## src/rtl/csr_trap_ctrl_pkg.sv

```systemverilog
// rtl/csr_trap_ctrl_pkg.sv - shared CSR addresses, op codes, FSM states and mstatus fields
package csr_trap_ctrl_pkg;

  localparam logic [11:0] CSR_MSTATUS = 12'h300;
  localparam logic [11:0] CSR_MTVEC   = 12'h305;
  localparam logic [11:0] CSR_MEPC    = 12'h341;
  localparam logic [11:0] CSR_MCAUSE  = 12'h342;
  localparam logic [11:0] CSR_MTVAL   = 12'h343;

  typedef enum logic [1:0] {
    CSR_OP_NONE = 2'b00,
    CSR_OP_RW   = 2'b01,
    CSR_OP_RS   = 2'b10,
    CSR_OP_RC   = 2'b11
  } csr_op_e;

  localparam logic [2:0] ST_IDLE     = 3'd0;
  localparam logic [2:0] ST_T_EPC    = 3'd1;
  localparam logic [2:0] ST_T_CAUSE  = 3'd2;
  localparam logic [2:0] ST_T_TVAL   = 3'd3;
  localparam logic [2:0] ST_T_STATUS = 3'd4;
  localparam logic [2:0] ST_T_JUMP   = 3'd5;
  localparam logic [2:0] ST_R_STATUS = 3'd6;
  localparam logic [2:0] ST_R_JUMP   = 3'd7;

  localparam int MSTATUS_MIE    = 3;
  localparam int MSTATUS_MPIE   = 7;
  localparam int MSTATUS_MPP_LO = 11;
  localparam int MSTATUS_MPP_HI = 12;

endpackage

```

## src/rtl/csr_rmw_alu.sv

```systemverilog
// rtl/csr_rmw_alu.sv - read-modify-write value and write enable for CSR instructions
module csr_rmw_alu
  import csr_trap_ctrl_pkg::*;
#(
  parameter int XLEN = 32
) (
  input  csr_op_e           op_i,
  input  logic [XLEN-1:0]   rdata_i,
  input  logic [XLEN-1:0]   wdata_i,
  input  logic              no_wr_i,
  output logic              we_o,
  output logic [XLEN-1:0]   result_o
);

  // RS/RC with a zero source operand must not write (side-effect free read)
  always_comb begin
    we_o     = 1'b0;
    result_o = rdata_i;
    case (op_i)
      CSR_OP_RW: begin
        we_o     = 1'b1;
        result_o = wdata_i;
      end
      CSR_OP_RS: begin
        we_o     = ~no_wr_i;
        result_o = rdata_i | wdata_i;
      end
      CSR_OP_RC: begin
        we_o     = ~no_wr_i;
        result_o = rdata_i & ~wdata_i;
      end
      default: ;
    endcase
  end

endmodule

```

## src/rtl/csr_trap_ctrl.sv

```systemverilog
// rtl/csr_trap_ctrl.sv - sequences CSR instruction, trap entry and MRET writes into the CSR file
module csr_trap_ctrl
  import csr_trap_ctrl_pkg::*;
#(
  parameter int XLEN = 32
) (
  input  logic              clk,
  input  logic              reset,
  input  logic              csr_req_v_i,
  input  logic [1:0]        csr_op_i,
  input  logic [11:0]       csr_adr_i,
  input  logic [XLEN-1:0]   csr_wdata_i,
  input  logic              csr_no_wr_i,
  output logic              csr_ack_o,
  output logic [XLEN-1:0]   csr_rd_data_o,
  input  logic              trap_v_i,
  input  logic [XLEN-1:0]   trap_cause_i,
  input  logic [XLEN-1:0]   trap_pc_i,
  input  logic [XLEN-1:0]   trap_tval_i,
  input  logic              mret_v_i,
  output logic              busy_o,
  output logic              redirect_v_o,
  output logic [XLEN-1:0]   redirect_pc_o,
  output logic              csr_write_v_o,
  output logic [11:0]       csr_adr_write_o,
  output logic [XLEN-1:0]   csr_wdata_o,
  output logic [11:0]       csr_adr_read_o,
  input  logic [XLEN-1:0]   csr_rdata_i
);

  localparam logic [XLEN-1:0] ALIGN_MASK = ~(XLEN'(3));

  logic [2:0]      state_q, state_d;
  logic [XLEN-1:0] cause_q, pc_q, tval_q;
  logic            alu_we;
  logic [XLEN-1:0] alu_res;
  logic [XLEN-1:0] mstat;
  logic [XLEN-1:0] tvec_base;

  csr_rmw_alu #(.XLEN(XLEN)) u_rmw_alu (
    .op_i     (csr_op_e'(csr_op_i)),
    .rdata_i  (csr_rdata_i),
    .wdata_i  (csr_wdata_i),
    .no_wr_i  (csr_no_wr_i),
    .we_o     (alu_we),
    .result_o (alu_res)
  );

  // State register and trap operand capture in the accept cycle
  always_ff @(posedge clk or posedge reset) begin
    if (reset) begin
      state_q <= ST_IDLE;
      cause_q <= '0;
      pc_q    <= '0;
      tval_q  <= '0;
    end else begin
      state_q <= state_d;
      if (state_q == ST_IDLE && trap_v_i) begin
        cause_q <= trap_cause_i;
        pc_q    <= trap_pc_i;
        tval_q  <= trap_tval_i;
      end
    end
  end

  // Next state and all CSR-file/redirect outputs; everything is forced low under reset
  always_comb begin
    state_d         = state_q;
    csr_ack_o       = 1'b0;
    csr_rd_data_o   = '0;
    busy_o          = (state_q != ST_IDLE);
    redirect_v_o    = 1'b0;
    redirect_pc_o   = '0;
    csr_write_v_o   = 1'b0;
    csr_adr_write_o = '0;
    csr_wdata_o     = '0;
    csr_adr_read_o  = '0;
    mstat           = csr_rdata_i;
    tvec_base       = csr_rdata_i & ALIGN_MASK;

    case (state_q)
      ST_IDLE: begin
        if (trap_v_i) begin
          state_d = ST_T_EPC;
        end else if (mret_v_i) begin
          state_d = ST_R_STATUS;
        end else if (csr_req_v_i) begin
          csr_ack_o      = 1'b1;
          csr_adr_read_o = csr_adr_i;
          csr_rd_data_o  = csr_rdata_i;
          if (alu_we) begin
            csr_write_v_o   = 1'b1;
            csr_adr_write_o = csr_adr_i;
            csr_wdata_o     = alu_res;
          end
        end
      end
      ST_T_EPC: begin
        csr_write_v_o   = 1'b1;
        csr_adr_write_o = CSR_MEPC;
        csr_wdata_o     = pc_q & ALIGN_MASK;
        state_d         = ST_T_CAUSE;
      end
      ST_T_CAUSE: begin
        csr_write_v_o   = 1'b1;
        csr_adr_write_o = CSR_MCAUSE;
        csr_wdata_o     = cause_q;
        state_d         = ST_T_TVAL;
      end
      ST_T_TVAL: begin
        csr_write_v_o   = 1'b1;
        csr_adr_write_o = CSR_MTVAL;
        csr_wdata_o     = tval_q;
        state_d         = ST_T_STATUS;
      end
      ST_T_STATUS: begin
        csr_adr_read_o                        = CSR_MSTATUS;
        mstat[MSTATUS_MPIE]                   = csr_rdata_i[MSTATUS_MIE];
        mstat[MSTATUS_MIE]                    = 1'b0;
        mstat[MSTATUS_MPP_HI:MSTATUS_MPP_LO]  = 2'b11;
        csr_write_v_o                         = 1'b1;
        csr_adr_write_o                       = CSR_MSTATUS;
        csr_wdata_o                           = mstat;
        state_d                               = ST_T_JUMP;
      end
      ST_T_JUMP: begin
        csr_adr_read_o = CSR_MTVEC;
        redirect_v_o   = 1'b1;
        // Vectored mode only applies to interrupts; exceptions always go to the base
        if (csr_rdata_i[1:0] == 2'b01 && cause_q[XLEN-1])
          redirect_pc_o = tvec_base + {cause_q[XLEN-3:0], 2'b00};
        else
          redirect_pc_o = tvec_base;
        state_d = ST_IDLE;
      end
      ST_R_STATUS: begin
        csr_adr_read_o                        = CSR_MSTATUS;
        mstat[MSTATUS_MIE]                    = csr_rdata_i[MSTATUS_MPIE];
        mstat[MSTATUS_MPIE]                   = 1'b1;
        mstat[MSTATUS_MPP_HI:MSTATUS_MPP_LO]  = 2'b11;
        csr_write_v_o                         = 1'b1;
        csr_adr_write_o                       = CSR_MSTATUS;
        csr_wdata_o                           = mstat;
        state_d                               = ST_R_JUMP;
      end
      ST_R_JUMP: begin
        csr_adr_read_o = CSR_MEPC;
        redirect_v_o   = 1'b1;
        redirect_pc_o  = csr_rdata_i & ALIGN_MASK;
        state_d        = ST_IDLE;
      end
      default: state_d = ST_IDLE;
    endcase

    if (reset) begin
      csr_ack_o       = 1'b0;
      csr_rd_data_o   = '0;
      busy_o          = 1'b0;
      redirect_v_o    = 1'b0;
      redirect_pc_o   = '0;
      csr_write_v_o   = 1'b0;
      csr_adr_write_o = '0;
      csr_wdata_o     = '0;
      csr_adr_read_o  = '0;
    end
  end

endmodule

```

## config.mk

```make
export PLATFORM = sky130hd
export DESIGN_NAME = csr_trap_ctrl
export DESIGN_NICKNAME = d
export VERILOG_FILES = /design/src/rtl/csr_trap_ctrl_pkg.sv /design/src/rtl/csr_rmw_alu.sv /design/src/rtl/csr_trap_ctrl.sv
export SDC_FILE = /design/constraint.sdc
export NUM_CORES = 1
export LEC_CHECK = 0
export CAP_MARGIN = 5
export CORE_MARGIN = 4
export CORE_UTILIZATION = 40
export DETAILED_ROUTE_END_ITERATION = 16
export GPL_ROUTABILITY_DRIVEN = 0
export MAX_ROUTING_LAYER = met4
export PLACE_DENSITY = 0.77
export SLEW_MARGIN = 10
export SYNTH_ARGS = -nofsm -noshare
export SYNTH_HDL_FRONTEND = slang
export SYNTH_SLANG_ARGS = --single-unit
export TNS_END_PERCENT = 50
```

## constraint.sdc

```tcl
create_clock -name clk -period 5.38 [get_ports clk]
set_input_delay 0.538 -clock clk [delete_from_list [all_inputs] [get_ports clk]]
set_output_delay 0.538 -clock clk [all_outputs]
set_load 0.005 [all_outputs]
```

After elaboration in Yosys (flattened, before gate mapping)
Index checks and enable logic that the tools add are counted.
{"block": "totals", "ff_bits": 99, "inputBits": 180, "output_inout_bits": 124, "word_cells": 73}
{"block": "op_classes", "addsub": 1, "n_eq_ne": 12, "muxes": 44, "bitwise": 4, "reduce_logical": 8}
{"op": "2-to-1 mux 32 bit", "n": 12}
{"op": "one-hot mux 32 bit (6 select lines)", "n": 1}
{"op": "2-to-1 mux 12 bit", "n": 9}
{"op": "one-hot mux 32 bit (3 select lines)", "n": 1}
{"op": "one-hot mux 32 bit (2 select lines)", "n": 1}
{"op": "one-hot mux 12 bit (5 select lines)", "n": 1}
{"op": "one-hot mux 12 bit (4 select lines)", "n": 1}
{"op": "adder 32 bit", "n": 1}
{"op": "AND 32 bit", "n": 1}
{"op": "NOT 32 bit", "n": 1}
{"op": "OR 32 bit", "n": 1}
{"op": "one-hot mux 3 bit (7 select lines)", "n": 1}
{"op": "2-to-1 mux 1 bit", "n": 13}
{"op": "== test 3 bit (second input constant)", "n": 4}
{"op": "== test 3 x 2 -> 1 bit (second input constant)", "n": 2}
{"op": "2-to-1 mux 3 bit", "n": 2}
{"op": "OR reduction 2 bit", "n": 3}
{"op": "OR reduction 5 bit", "n": 1}
{"op": "== test 2 x 1 -> 1 bit (second input constant)", "n": 2}
{"op": "== test 2 bit (second input constant)", "n": 2}
{"op": "one-hot mux 1 bit (2 select lines)", "n": 2}
{"op": "== test 3 x 1 -> 1 bit (second input constant)", "n": 1}
{"op": "logical NOT 3 bit", "n": 1}
{"op": "inequality test 3 bit (second input constant)", "n": 1}
{"op": "other kinds (3)", "n": 4}

Logic depth before layout (Yosys ltp)
{"block": "depth", "ltp_word": 9, "mapped_depth": 12, "mapped_depth_nobuf": 12}

Hierarchy
Synthesis repeated with hierarchy kept, for this count alone.
{"block": "unflattened", "cells_unflattened": 910, "area_unflattened_um2": 7931.4}
{"mod": "csr_trap_ctrl", "instances": 1, "cells_per_inst": 766, "area_each_um2": 6925.4, "seq_area_each_um2": 2427.3}
{"mod": "csr_rmw_alu", "instances": 1, "cells_per_inst": 144, "area_each_um2": 1006.0, "seq_area_each_um2": 0.0}

Least setup slack after synthesis
OpenSTA, ideal clock, no wires.
{"block": "synth_path", "kind": "input to output", "from": "input reset", "to": "output csr_rd_data_o[23]", "arrival_ns": 4.275, "required_ns": 4.842, "path_slack_ns": 0.567, "stages": 4, "n_path_buf": 2, "cell_sequence": "buf_2 -> inv_1 -> clkbuf_1 -> and3_1"}
{"block": "synth_via", "elab_chain_len": 1}
{"element": "start, declared", "line": "csr_trap_ctrl.sv:8", "source": "input logic reset,"}
{"element": "2-to-1 mux 32 bit", "line": "csr_trap_ctrl.sv:155", "source": "if (reset) begin"}
{"element": "end, declared", "line": "csr_trap_ctrl.sv:15", "source": "output logic [XLEN-1:0] csr_rd_data_o,"}
Every way passes these cells.

Final worst setup path
{"block": "layout_path", "from": "input csr_rdata_i[2]", "to": "output redirect_pc_o[18]"}
{"block": "layout_via", "elab_chain_len": 4}
{"element": "start, declared", "line": "csr_trap_ctrl.sv:28", "source": "input logic [XLEN-1:0] csr_rdata_i"}
{"element": "adder 32 bit", "line": "csr_trap_ctrl.sv:131", "source": "redirect_pc_o = tvec_base + {cause_q[XLEN-3:0], 2'b00};"}
{"element": "2-to-1 mux 32 bit", "line": "csr_trap_ctrl.sv:130", "source": "if (csr_rdata_i[1:0] == 2'b01 && cause_q[XLEN-1])"}
{"element": "one-hot mux 32 bit (2 select lines)", "line": "csr_trap_ctrl.sv:81", "source": "case (state_q)"}
{"element": "2-to-1 mux 32 bit", "line": "csr_trap_ctrl.sv:155"}
{"element": "end, declared", "line": "csr_trap_ctrl.sv:23", "source": "output logic [XLEN-1:0] redirect_pc_o,"}
Every way passes these cells.

==> impl_results.md <==
- Fraction of final layout cells sized beyond drive strength 1: around 14%
- DRT Wirelength: around 29 mm
- Max cap viols: 0
- Filler Cell Count: about 1700
- CTS tree: done
- Min Tclk post-route: ~4.6 ns
- Die Wd: 146 um
- CTS clk-pin slew, worst paths: ~0.07 ns
- DRC: 0
- CTS Sinks: 97
- Max VDD drop: ~0.00023 V
- WP buf/inv: 3
- Crit Path Category: in -> out
- CP Launch Type: input port
- Setup TNS Final: 0 ns
- Max-slew headroom: about two fifths
- CP cell instances: clkdlybuf4s50_1 -> ha_1 -> inv_1 -> fa_1 -> nand2b_1 -> a21oi_1 -> o21a_1 -> a21oi_1 -> a22o_1 -> o21ai_0 -> xor2_1 -> nand2_1 -> a21oi_1 -> clkdlybuf4s50_1
- RSZ-0062 raised after global routing: no
- # nets final: around 1300
- Least-Margin Pin Slew: between 0.9 and 1 ns
- GRT Util Overall: 26.7%
- Resize count post-CTS: 0
- Final setup viols: 0
- First-pass GRT wire length: 44.7 mm
- Vias in the first global route: around 8000
- Postcts setup bufs: 0
- Critical Path Most Common Cell: a21oi_1
- Initial antenna violation count: 0
- Detailed-router iteration count before antenna repair: 5
- Clock latency on the worst-skew pair: between 0.3 and 0.4 ns
- Port bufs: roughly 300
- Max incr delay on CP: approximately 0.57 ns
- Most used DFF post-synth: dfrtp_1
- Pleak: 0.00445 uW
- Crit-path max FO: 5
- Most common cell after layout, fill and taps aside: clkdlybuf4s50_1
- Worst Hold Class: reg -> reg
- Sequential share of the synthesized area: between 30% and 40%
- Hold-fix buffers, CTS: 0
- Status: finished, final reports clean
- Worst Skew: about 0.0084 ns
- Highest-count cells in the layout ignoring fill and taps: clkdlybuf4s50_1, nand2_1, dfrtp_1
- Hold Path Depth: 1
- Post-synth EDFFs: 0
- Vias per cell: between 5 and 6
- Total core area: roughly 19000 sq um
- Die area: roughly 21000 sq um
- Syn Inst Count: between 800 and 900
- Drt initial violations: approximately 430
- CP endpoint kind: output pin
- FF+latch count, synth: 97
- Synthesized area per cell: between 8 and 9 sq um
- Hold Fails Final Rpt: 0
- Synthesis-to-layout area growth: 44.7%
- Largest net degree at the start of global routing: 75
- Hpwl dp: approximately 21 mm
- CP Data Arrival Time: just over 4 ns
- Max-slew violations: 0
- Avg WL per Cell: about 21 um
- Clk buf depth: 2
- Crit path max-delay cell type: clkdlybuf4s50_1
- Critical Path RT: 4.84 ns
- Netlist cell types: between 50 and 60
- Post-Syn Area: roughly 7600 sq um
- Power per cell area: between 400 and 500 nW/um^2
- Inserted Diodes: 0
- Hold_ws: between 0.5 and 0.6 ns
- Final Cycle Share: 86.4%
- Initial Util: approximately two fifths
- Reg2reg path depth: 4
- Vias: a little under 8000
- Num CTS Buffers: 9
- Async S/R FF share, synth: 100%
- I/O Pins: 304
- Site row count: 50
- Synth warn: 0
- Root buf cell: clkbuf_16
- Overflow after GRT: 0
- Largest delay share family, worst path: compound AO/OA/AOI/OAI gates
- # H-tree levels: 3
- Final Core Density: 59.0%
- Fmax: about 220 MHz
- Levels on crit path: 14
- Antenna-violating nets left: 0
- Die Height: about 150 um
## cells in the mapped netlist (5+ instances only)
master / count / share of area (%)
a22oi_1: 53 / 5.2
clkbuf_1: 36 / 1.8
nand2_1: 98 / 4.8
dfrtp_1: 97 / 32
buf_2: 26 / 1.7
or3_1: 6 / 0.49
xnor2_1: 42 / 4.8
mux2i_1: 5 / 0.65
ha_1: 29 / 4.7
a21o_1: 13 / 1.3
nand4_1: 5 / 0.41
a21oi_1: 68 / 4.4
and3_1: 50 / 4.1
xor2_1: 10 / 1.1
nand3_1: 15 / 0.98
o311ai_0: 24 / 2.7
o21ai_0: 12 / 0.79
a31oi_1: 29 / 2.4
o21ai_1: 9 / 0.59
o21ai_2: 5 / 0.57
nand2b_1: 7 / 0.57
nor3_1: 9 / 0.59
nor2_1: 34 / 1.7
inv_1: 13 / 0.64
mux2_2: 94 / 14
## area by class of cell
type | instances | area [sq um] | share of cell area, %
clock buffer | 10 | 229 | 2.07
clock inverter | 6 | 42.5 | 0.384
inverter | 13 | 51.3 | 0.464
multi-input combinational | 675 | 4910 | 44.4
sequential | 97 | 2430 | 21.9
tap | 234 | 293 | 2.65
timing repair buffer | 316 | 3110 | 28.1
## sequential cells by signal (all words and copies together) (netlist names)
register  cells
tval_q       32
state_q       3
pc_q         30
cause_q      32
## logic make-up after synthesis
kind of cell | count (synthesis) | share of synthesized area (%)
AOI/OAI and AO/OA | 250 | 22.5
and+or+nand+nor | 242 | 15.6
muxes | 99 | 14.5
DFF | 97 | 31.7
buffers and inverters | 82 | 4.61
xor gates and xnor gates | 52 | 5.95
adders and majority gates | 30 | 5.00
other | 1 | 0.0490
## worst reg2reg max path, delay by kind of cell, from the launching register on
family | cells | cell delay (ns)
multiplexers | 1 | 0.47
flip-flops | 1 | 0.67
buffers and inverters | 1 | 0.66
AND/OR/NAND/NOR | 2 | 1.02
## power by group
| group | leakage [uW] | internal [uW] | switching (uW) |
|---|---|---|---|
| clock network | 0.000129 | 315 | 302 |
| registers | 0.00116 | 1100 | 335 |
| logic | 0.00317 | 1410 | 1340 |
## metrics by stage
stage	power [uW]	instance area (sq um)	worst slack, ns	instances
2_1_floorplan	3190	7650	0.567	854
5_1_grt	5150	11100	0.565	1351
3_5_place_dp	4190	10800	0.812	1335
6_report	4810	11100	0.731	1351
3_3_place_gp	4100	10800	0.873	1335
4_1_cts	4820	11100	0.801	1351
## worst paths after layout
check	from	to	slack, ns
max	csr_rdata_i[2]	redirect_pc_o[18]	0.73
min	pc_q[6]$_DFFE_PP0P_	pc_q[6]$_DFFE_PP0P_	0.51
max reg2reg	state_q[1]$_DFFE_PP0P_	cause_q[16]$_DFFE_PP0P_	2.44
min reg2reg	pc_q[6]$_DFFE_PP0P_	pc_q[6]$_DFFE_PP0P_	0.51
max in group asynchronous	reset	pc_q[20]$_DFFE_PP0P_	3.75
min in group asynchronous	reset	state_q[1]$_DFFE_PP0P_	1.01
## per-layer routing
layer / vias up / global-route usage [%] / share of wire (%)
li1: 3694 / - / -
met1: 3877 / 33.5 / 43
met2: 316 / 42.7 / 47
met3: 72 / 4.90 / 5.9
met4: 0 / 10.9 / 3.5
met5: - / - / 0
(Power assumes the default switching activity.)
